**src/rtl/collision_scanner.sv**
```systemverilog
// Collision scanner: once per frame, probes the tile map at SAMPLES points just outside each
// edge of the character hitbox and ORs the answers into per-side blocked flags
// {left, right, up, down}. Probes that leave the screen are clamped. A clamp along a side's
// primary axis marks that side as walled.
module collision_scanner #(
    parameter int COORD_W  = 10,
    parameter int BOX_W    = 42,
    parameter int BOX_H    = 56,
    parameter int SAMPLES  = 3,
    parameter int MARGIN   = 1,
    parameter int MAP_LAT  = 1,
    parameter int SCREEN_W = 640,
    parameter int SCREEN_H = 480
) (
    input  logic               Clk,
    input  logic               Reset,
    input  logic               start,
    input  logic [COORD_W-1:0] char_x,
    input  logic [COORD_W-1:0] char_y,
    output logic [COORD_W-1:0] query_x,
    output logic [COORD_W-1:0] query_y,
    output logic               query_valid,
    input  logic               query_solid,
    output logic [3:0]         stop_at,
    output logic               busy,
    output logic               done
);

    localparam int SW = COORD_W + 2;
    localparam int KW = $clog2(SAMPLES);

    typedef logic signed [SW-1:0] sc_t;

    localparam sc_t HW     = sc_t'(BOX_W / 2);
    localparam sc_t HH     = sc_t'(BOX_H / 2);
    localparam sc_t MG     = sc_t'(MARGIN);
    localparam sc_t STEP_X = sc_t'((BOX_W - 2) / (SAMPLES - 1));
    localparam sc_t STEP_Y = sc_t'((BOX_H - 2) / (SAMPLES - 1));
    localparam sc_t SPAN_X = sc_t'(BOX_W - 2);
    localparam sc_t SPAN_Y = sc_t'(BOX_H - 2);
    localparam sc_t LIM_X  = sc_t'(SCREEN_W);
    localparam sc_t LIM_Y  = sc_t'(SCREEN_H);
    localparam logic [KW-1:0] KLast = KW'(SAMPLES - 1);

    typedef enum logic [1:0] {StIdle, StIssue, StDrain, StDone} state_e;

    state_e               state_q;
    logic [COORD_W-1:0]   cx_q, cy_q;
    logic [2:0]           side_q;      // side of the next probe; 4 means all issued
    logic [KW-1:0]        k_q;         // sample index of the next probe
    logic [3:0]           acc_q;
    logic [3:0]           wall_q;
    logic [1:0]           query_tag;
    logic [MAP_LAT-1:0]      pipe_v;
    logic [MAP_LAT-1:0][1:0] pipe_t;

    // Probe generation signals
    logic [COORD_W-1:0] base_x, base_y;
    logic [1:0]         p_side;
    logic [KW-1:0]      p_k, nxt_k;
    logic [2:0]         nxt_side;
    sc_t                bx, by, off_x, off_y, samp_x, samp_y, raw_x, raw_y;
    logic               x_lo, x_hi, y_lo, y_hi;
    logic [COORD_W-1:0] px, py;
    logic [3:0]         p_wall;

    // Response handling signals
    logic [3:0] resp_bits, acc_nxt;
    logic       drain_last;

    // Geometry of the probe that will be registered at the next edge, with clamping.
    // In IDLE it is the first probe of a new scan, taken straight from the char inputs.
    always_comb begin
        base_x   = cx_q;
        base_y   = cy_q;
        p_side   = side_q[1:0];
        p_k      = k_q;
        if (state_q == StIdle) begin
            base_x = char_x;
            base_y = char_y;
            p_side = 2'd0;
            p_k    = '0;
        end
        nxt_k    = p_k + KW'(1);
        nxt_side = {1'b0, p_side};
        if (p_k == KLast) begin
            nxt_k    = '0;
            nxt_side = {1'b0, p_side} + 3'd1;
        end

        bx     = sc_t'(base_x);
        by     = sc_t'(base_y);
        // The last sample lands exactly on the far corner regardless of rounding in STEP.
        off_x  = (p_k == KLast) ? SPAN_X : sc_t'(p_k) * STEP_X;
        off_y  = (p_k == KLast) ? SPAN_Y : sc_t'(p_k) * STEP_Y;
        samp_x = bx - HW + sc_t'(1) + off_x;
        samp_y = by - HH + sc_t'(1) + off_y;

        raw_x = samp_x;
        raw_y = samp_y;
        unique case (p_side)
            2'd0: raw_x = bx - HW - MG;
            2'd1: raw_x = bx + HW + MG;
            2'd2: raw_y = by - HH - MG;
            2'd3: raw_y = by + HH + MG;
        endcase

        x_lo = raw_x < 0;
        x_hi = raw_x >= LIM_X;
        y_lo = raw_y < 0;
        y_hi = raw_y >= LIM_Y;
        px   = x_lo ? '0 : (x_hi ? COORD_W'(SCREEN_W - 1) : raw_x[COORD_W-1:0]);
        py   = y_lo ? '0 : (y_hi ? COORD_W'(SCREEN_H - 1) : raw_y[COORD_W-1:0]);

        p_wall = 4'b0000;
        if (p_side[1] ? (y_lo | y_hi) : (x_lo | x_hi)) begin
            p_wall = 4'b1000 >> p_side;
        end
    end

    // Map responses that belong to the probe at the pipe tail; drain ends when only the
    // tail may still hold a pending probe.
    always_comb begin
        resp_bits = 4'b0000;
        if (pipe_v[MAP_LAT-1] && query_solid) begin
            resp_bits = 4'b1000 >> pipe_t[MAP_LAT-1];
        end
        acc_nxt    = acc_q | resp_bits;
        drain_last = 1'b1;
        for (int i = 0; i < MAP_LAT - 1; i++) begin
            if (pipe_v[i]) begin
                drain_last = 1'b0;
            end
        end
    end

    // Side-tag pipe aligned with the tile-map read latency.
    always_ff @(posedge Clk) begin
        if (Reset) begin
            pipe_v <= '0;
            pipe_t <= '0;
        end else begin
            pipe_v[0] <= query_valid;
            pipe_t[0] <= query_tag;
            for (int i = 1; i < MAP_LAT; i++) begin
                pipe_v[i] <= pipe_v[i-1];
                pipe_t[i] <= pipe_t[i-1];
            end
        end
    end

    // Scan FSM with registered probe, flag and status outputs.
    always_ff @(posedge Clk) begin
        if (Reset) begin
            state_q     <= StIdle;
            cx_q        <= '0;
            cy_q        <= '0;
            side_q      <= '0;
            k_q         <= '0;
            acc_q       <= '0;
            wall_q      <= '0;
            query_tag   <= '0;
            query_x     <= '0;
            query_y     <= '0;
            query_valid <= 1'b0;
            stop_at     <= '0;
            busy        <= 1'b0;
            done        <= 1'b0;
        end else begin
            acc_q <= acc_nxt;
            done  <= 1'b0;
            unique case (state_q)
                StIdle: begin
                    if (start) begin
                        cx_q        <= char_x;
                        cy_q        <= char_y;
                        acc_q       <= '0;
                        wall_q      <= p_wall;
                        query_x     <= px;
                        query_y     <= py;
                        query_tag   <= p_side;
                        query_valid <= 1'b1;
                        side_q      <= nxt_side;
                        k_q         <= nxt_k;
                        busy        <= 1'b1;
                        state_q     <= StIssue;
                    end
                end
                StIssue: begin
                    if (side_q == 3'd4) begin
                        query_valid <= 1'b0;
                        state_q     <= StDrain;
                    end else begin
                        wall_q    <= wall_q | p_wall;
                        query_x   <= px;
                        query_y   <= py;
                        query_tag <= p_side;
                        side_q    <= nxt_side;
                        k_q       <= nxt_k;
                    end
                end
                StDrain: begin
                    if (drain_last) begin
                        stop_at <= acc_nxt | wall_q;
                        done    <= 1'b1;
                        busy    <= 1'b0;
                        state_q <= StDone;
                    end
                end
                StDone: begin
                    state_q <= StIdle;
                end
            endcase
        end
    end

endmodule

```
**config.mk**
```make
export PLATFORM = sky130hd
export DESIGN_NAME = collision_scanner
export DESIGN_NICKNAME = d
export VERILOG_FILES = /design/src/rtl/collision_scanner.sv
export SDC_FILE = /design/constraint.sdc
export NUM_CORES = 1
export LEC_CHECK = 0
export CAP_MARGIN = 15
export CORE_MARGIN = 2
export CORE_UTILIZATION = 30
export CTS_CLUSTER_DIAMETER = 30
export CTS_CLUSTER_SIZE = 12
export DETAILED_ROUTE_END_ITERATION = 10
export GPL_ROUTABILITY_DRIVEN = 0
export GPL_TIMING_DRIVEN = 0
export HOLD_SLACK_MARGIN = 0.08
export PLACE_DENSITY_LB_ADDON = 0.3
export RECOVER_POWER = 25
export REMOVE_ABC_BUFFERS = 1
export SYNTH_ARGS = -nofsm -noshare
export SYNTH_HDL_FRONTEND = slang
export SYNTH_SLANG_ARGS = --single-unit
export TNS_END_PERCENT = 5
```
**constraint.sdc**
```tcl
create_clock -name Clk -period 5.1 [get_ports Clk]
set_clock_uncertainty 0.15 [all_clocks]
set_input_delay 1.02 -clock Clk [delete_from_list [all_inputs] [get_ports Clk]]
set_output_delay 1.02 -clock Clk [all_outputs]
set_load 0.005 [all_outputs]
```
* Word level (Yosys, flattened, before mapping)
Index checks and enable logic that the tools add are counted.
** Operators by class
- Reduce and logical (&&, ||, !) cells :: 10
- Bitwise gates (word level) :: 5
- $lt $le $gt $ge :: 4
- Multiply operators :: 2
- Shifts and indexed selects :: 2
- Muxes and demuxes :: 45
- Equality and inequality tests :: 11
- $add $sub $neg :: 14
** Operators with widths (count)
- 10-bit 2-to-1 mux :: 10
- 12-bit case mux with 2 select lines :: 2
- 10-bit case mux with 2 select lines :: 2
- 11-bit by 1-bit adder with 12-bit output (second input constant) :: 2
- 11-bit by 2-bit adder with 12-bit output (second input constant) :: 2
- 12-bit by 8-bit adder with 12-bit output :: 2
- 12-bit by 1-bit less-than comparator with 1-bit output (second input constant) :: 2
- 4-bit 2-to-1 mux :: 6
- 11-bit by 2-bit subtractor with 12-bit output (second input constant) :: 2
- 10-bit by 5-bit adder with 11-bit output (second input constant) :: 2
- 10-bit by 5-bit subtractor with 11-bit output (second input constant) :: 2
- 2-bit 2-to-1 mux :: 9
- 7-bit 2-to-1 mux :: 2
- 12-bit by 10-bit >= comparator with 1-bit output (second input constant) :: 1
- 12-bit by 11-bit >= comparator with 1-bit output (second input constant) :: 1
- 4-bit OR :: 3
- 2-bit equality test (second input constant) :: 5
- 3-bit 2-to-1 mux :: 3
- 2-bit case mux with 2 select lines :: 2
- 2-bit case mux with 4 select lines :: 1
- 4-bit case mux with 2 select lines :: 1
- 4-bit by 2-bit right shift with 4-bit output (first input constant) :: 2
- 2-bit by 5-bit multiplier with 7-bit output (second input constant) :: 1
- 2-bit inequality test (second input constant) :: 3
- other kinds (14) :: 25
** Storage, ports and cells
- Word-level logic and storage cells :: 109
- Register bits :: 67
- Input bits :: 24
- Output and inout port bits :: 27

* Longest topological paths before layout
Gate-level depths: netlist of run 1.
- Word-level depth :: 13
- Depth in mapped cells :: 26
- Gate-level depth less buffers :: 18

* Worst setup path after synthesis of run 1
OpenSTA, ideal clock, no wires.
- Kind :: register -> register
- Start :: register state_q[0]
- End :: register query_x[0]
- Buffers on the path :: 8
- Setup time :: 122 ps
- Required time :: 4828 ps
- Data arrival time :: 4852 ps
- Period minus slack after synthesis :: 5124 ps
- Cell stages (with the launch flop) :: 27
- Path slack :: -24 ps
- Cells stage by stage :: dfxtp_1 inv_1 ha_1 buf_6 buf_12 buf_12 buf_12 buf_6 buf_4 buf_2 mux2i_1 inv_1 ha_1 a211o_1 a21o_1 nand2_1 ha_1 a21o_1 nor3_1 a21oi_1 and4_1 or2_2 a21oi_1 o21ai_1 and3_1 buf_2 a221o_1
** On the way
- Cells in the longest elaborated chain, start to end :: 11
- Elaborated cells on any way between the ends :: 28
- Classes of those cells :: 6 x add/sub; 1 x mul; 2 x order compare; 5 x eq/ne; 10 x mux; 4 x reduce/logical
** RTL lines
- start, declared :: RTL line 47 : state_e state_q;
- start signal, assigned :: RTL line 155 : state_q <= StIdle;
- start signal, assigned :: RTL line 186 : state_q <= StIssue;
- start signal, assigned :: RTL line 192 : state_q <= StDrain;
- 2-bit logical NOT :: RTL line 78, 172
- 10-bit 2-to-1 mux or 2-bit 2-to-1 mux (tied branches) :: RTL line 78 : if (state_q == StIdle) begin
- 10-bit by 5-bit subtractor with 11-bit output, or another cell as far along :: RTL line 96, 102
- 11-bit by 2-bit adder with 12-bit output or 7-bit 2-to-1 mux (tied branches) :: RTL line 96, 94
- 12-bit by 8-bit adder with 12-bit output :: RTL line 96 : samp_x = bx - HW + sc_t'(1) + off_x;
- 12-bit case mux with 2 select lines :: RTL line 101 : unique case (p_side)
- 12-bit by 11-bit >= comparator with 1-bit output :: RTL line 109 : x_hi = raw_x >= LIM_X;
- 10-bit 2-to-1 mux (2 in series) :: RTL line 112 : px = x_lo ? '0 : (x_hi ? COORD_W'(SCREEN_W - 1) : raw_x[COORD_W-1:0]);
- 10-bit 2-to-1 mux (on tied branches) :: RTL line 190, 174
- 10-bit case mux with 2 select lines :: RTL line 172 : unique case (state_q)
- end signal, assigned :: RTL line 179 : query_x <= px;
- end signal, assigned :: RTL line 195 : query_x <= px;
- end, declared :: RTL line 20 : output logic [COORD_W-1:0] query_x,
Parallel ways exist; a longest one is shown, timed or not. The select of a mux whose other input is x is not followed.
A chain may end at the register's enable or synchronous reset.

* Worst setup path after layout of run 1
- Start :: input char_x[0]
- End :: register query_x[3]
** On the way
- Cells in the longest elaborated chain, start to end :: 10
- Elaborated cells on any way between the ends :: 15
- Classes of those cells :: 6 x add/sub; 2 x order compare; 7 x mux
** RTL lines
- start, declared :: RTL line 18 : input logic [COORD_W-1:0] char_x,
- 10-bit 2-to-1 mux * :: RTL line 78
- 10-bit by 5-bit subtractor with 11-bit output :: RTL line 96, 102
- 11-bit by 2-bit adder with 12-bit output :: RTL line 96
- 12-bit by 8-bit adder with 12-bit output :: RTL line 96
- 12-bit case mux with 2 select lines * :: RTL line 101
- 12-bit by 11-bit >= comparator with 1-bit output :: RTL line 109
- 10-bit 2-to-1 mux :: RTL line 112
- 10-bit 2-to-1 mux * :: RTL line 112
- 10-bit 2-to-1 mux (on tied branches) :: RTL line 190, 174
- 10-bit case mux with 2 select lines * :: RTL line 172
Mark *: on every way between the ends. The rest lies on a longest branch, timed or not. The select of a mux whose other input is x is not followed.

==> run metrics, run 1 <==
final wirelength=16.2 mm; Total Power=0.00464 W; die area=19600 um^2; Worst-Skew Late Latency=350 ps; largest net degree at the start of global routing=72; clock root buffer master=clkbuf_16; Crit Path Category=in2reg; vias in the first global route=5098; ys async rst share=0; initial antenna violation count=0; DR vias/cell=5.40; Min Clock Period, post-route=4810 ps; Bufs on Longest Clock Path=2; Yosys cell types=82; H-tree depth=3; number of synthesized register bits=67; dpl hpwl=11.3 mm; Post-Layout Cell Count=974; Worst-Margin Slew=2050 ps; Worst EP arrival=4890 ps; Antenna Nets Post-Route=0; Max rail drop VDD=0.000330 V; Synth Instances=703; # DRC=0; GRT Resource Usage Total=0.161; first-pass GRT wire length=25.7 mm; PwrDens=703 nW/um^2; # clock sinks=67; syn avg cell area=7.87 um^2; Vias=5261; share of layout cells above drive strength 1=0.0886; nets=796; Register Area=1340 um^2; Placement Setup Slack=-911 ps; buffers added on ports=50; Pre-antenna DRT Iters=5; core area=18000 um^2; WL/cell=16.6 um; RSZ-0062 raised after global routing=false; total gr overflow=0; Die Ht=140 um; fill count=1917; CTS Hold Buffers Added=0; YS warnings=0; Area growth syn-to-layout=19.1%; Pleak=2.56 nW; 1st-iter DRT viols=327; Mapped Area=5540 um^2; MaxCap Viol Count=1; area leader, netlist=dfxtp_1; IO Pins=51; CTS Buf Count=9; slew margin rel.=-0.364; # setup viols final=0; highest fanout seen on the critical path=8; fin. max-slew vios=41; Highest Clock Rate=208 MHz; Period Utilization, post-route=0.944; Cell Rows=49; Antenna Cells=0; Worst-path clk slew=60 ps; Req. time, crit path=5180 ps; commonest cells in the netlist=nand2_1, dfxtp_1, nor2_1, a21oi_1, ha_1; final hold vios=0; most common flop cell mapped by yosys=dfxtp_1; initial core utilization=0.307; outcome=finished with violations; Post-synth EDFFs=0; CP Launch Type=primary input; Yosys top cell area share=0.242; CTS tree=yes; Multi-input gate area=3950 um^2; top cells by area, synth=dfxtp_1, ha_1, nand2_1; register area share after synthesis=0.242; cell count after placement=952; Hold Crit Class=reg2reg; failing checks=capacitance limit, slew limit; Die W=140 um; cell with the most instances after synthesis=nand2_1; Crit. End Element=flop; Final WS setup=287 ps
[kinds of logic after synthesis]
family	count (synthesis)	synth area share
simple gates	257	0.236
compound gates	213	0.265
flops	67	0.242
buf+inv	62	0.0563
xor+xnor	45	0.0712
fa+ha+maj	32	0.0737
mux	27	0.0549
[cell usage in the layout, fill, tap and decap left out, types with 6 or more instances in the layout]
master	synthesis	routed
a211oi_1	19	19
nor2_1	62	61
ha_1	31	30
mux2i_2	4	6
nor2b_1	6	6
inv_1	28	28
clkdlybuf4s50_1	0	35
o211ai_1	11	11
a21o_1	7	7
nand2_1	83	82
a21oi_1	59	57
clkbuf_16	0	9
mux2i_1	17	14
nand2b_1	7	7
nor3_1	21	20
nor3b_1	7	7
o21ai_0	27	27
xor2_1	18	18
xnor2_1	27	27
a221oi_1	8	8
and2_1	7	7
a221o_1	8	8
dfxtp_1	67	67
nand3_1	14	14
dlygate4sd3_1	0	12
[report_power, final]
part	switching [W]	internal, W	leakage (nW)
Sequential	0.0000977	0.000661	0.549
Clock	0.000277	0.000387	0.147
Combinational	0.00187	0.00135	1.86
Total	0.00224	0.00239	2.56
[cell type report]
class / instances / share of cell area
clock buffers: 9 / 0.0342
clock inverters: 7 / 0.0123
inverters: 30 / 0.0173
multi-input cells: 574 / 0.599
flip-flops and latches: 67 / 0.203
well taps: 229 / 0.0435
repair buffers: 58 / 0.0898
[registers in the layout, summed over array words and instances (netlist names)]
signal and count:
cx_q 10, cy_q 10, query_x 10, query_y 10, acc_q 4, stop_at 4, wall_q 4, side_q 3
k_q 2, pipe_t 2, query_tag 2, state_q 2, busy 1, done 1, pipe_v 1, query_valid 1
[what timing repair did]
action                                  CTS  global route
resized for setup                        12             5
setup buffers                             0             6
hold endpoints to repair                  0             0
pin swaps                                 1             3
endpoints found under the setup margin   22            20
[per-layer routing]
layer	up-vias	wire length (um)	GRT usage
met2	92	7490	0.266
met1	2477	7970	0.217
met5	-	0	0
li1	2676	-	-
met3	16	457	0.0189
met4	0	256	0.0547
[worst max-delay path, cell delays in order]
cell             delay (ps)
clkdlybuf4s50_1         540
mux2i_2                 280
inv_2                   120
a211o_4                 400
a21o_1                  220
nand2_1                 140
ha_1                    300
a21o_1                  210
a31oi_1                 190
a21oi_2                  90
and4_1                  270
or2_2                   290
a21oi_1                 160
o21ai_1                 140
and3_4                  250
a221o_1                 270
[per-stage QoR]
step	setup TNS, ps	hold WS (ps)	cell area, um^2	util
2_1_floorplan	-11710	275	5340	-
3_3_place_gp	-56700	291	6120	0.340
3_5_place_dp	-15280	297	6160	0.342
4_1_cts	0	306	6520	0.362
5_1_grt	0	330	6590	0.366
6_report	0	299	6590	0.366
[final timing paths]
check | from | slack, ps | cells after the start | endpoint
worst max register to register | state_q[0] | 290 | 18 | query_x[3]
worst min-delay path | query_y[6] | 300 | 2 | query_y[6]
worst max-delay path | char_x[0] | 290 | 16 | query_x[3]
worst min register to register | query_y[6] | 300 | 2 | query_y[6]
Power figures use the tool's default switching activity.
==> run 2, diff against run 1 <==
Settings changed: GPL_ROUTABILITY_DRIVEN 0 to not set.
==> results of run 2 <==
No change in the layout: final DEF, timing and power equal those of run 1.
==> run 3, diff against run 2 <==
Settings changed: CTS_CLUSTER_SIZE 12 to not set.
==> results of run 3 <==
No change in the layout: final DEF, timing and power equal those of run 1.
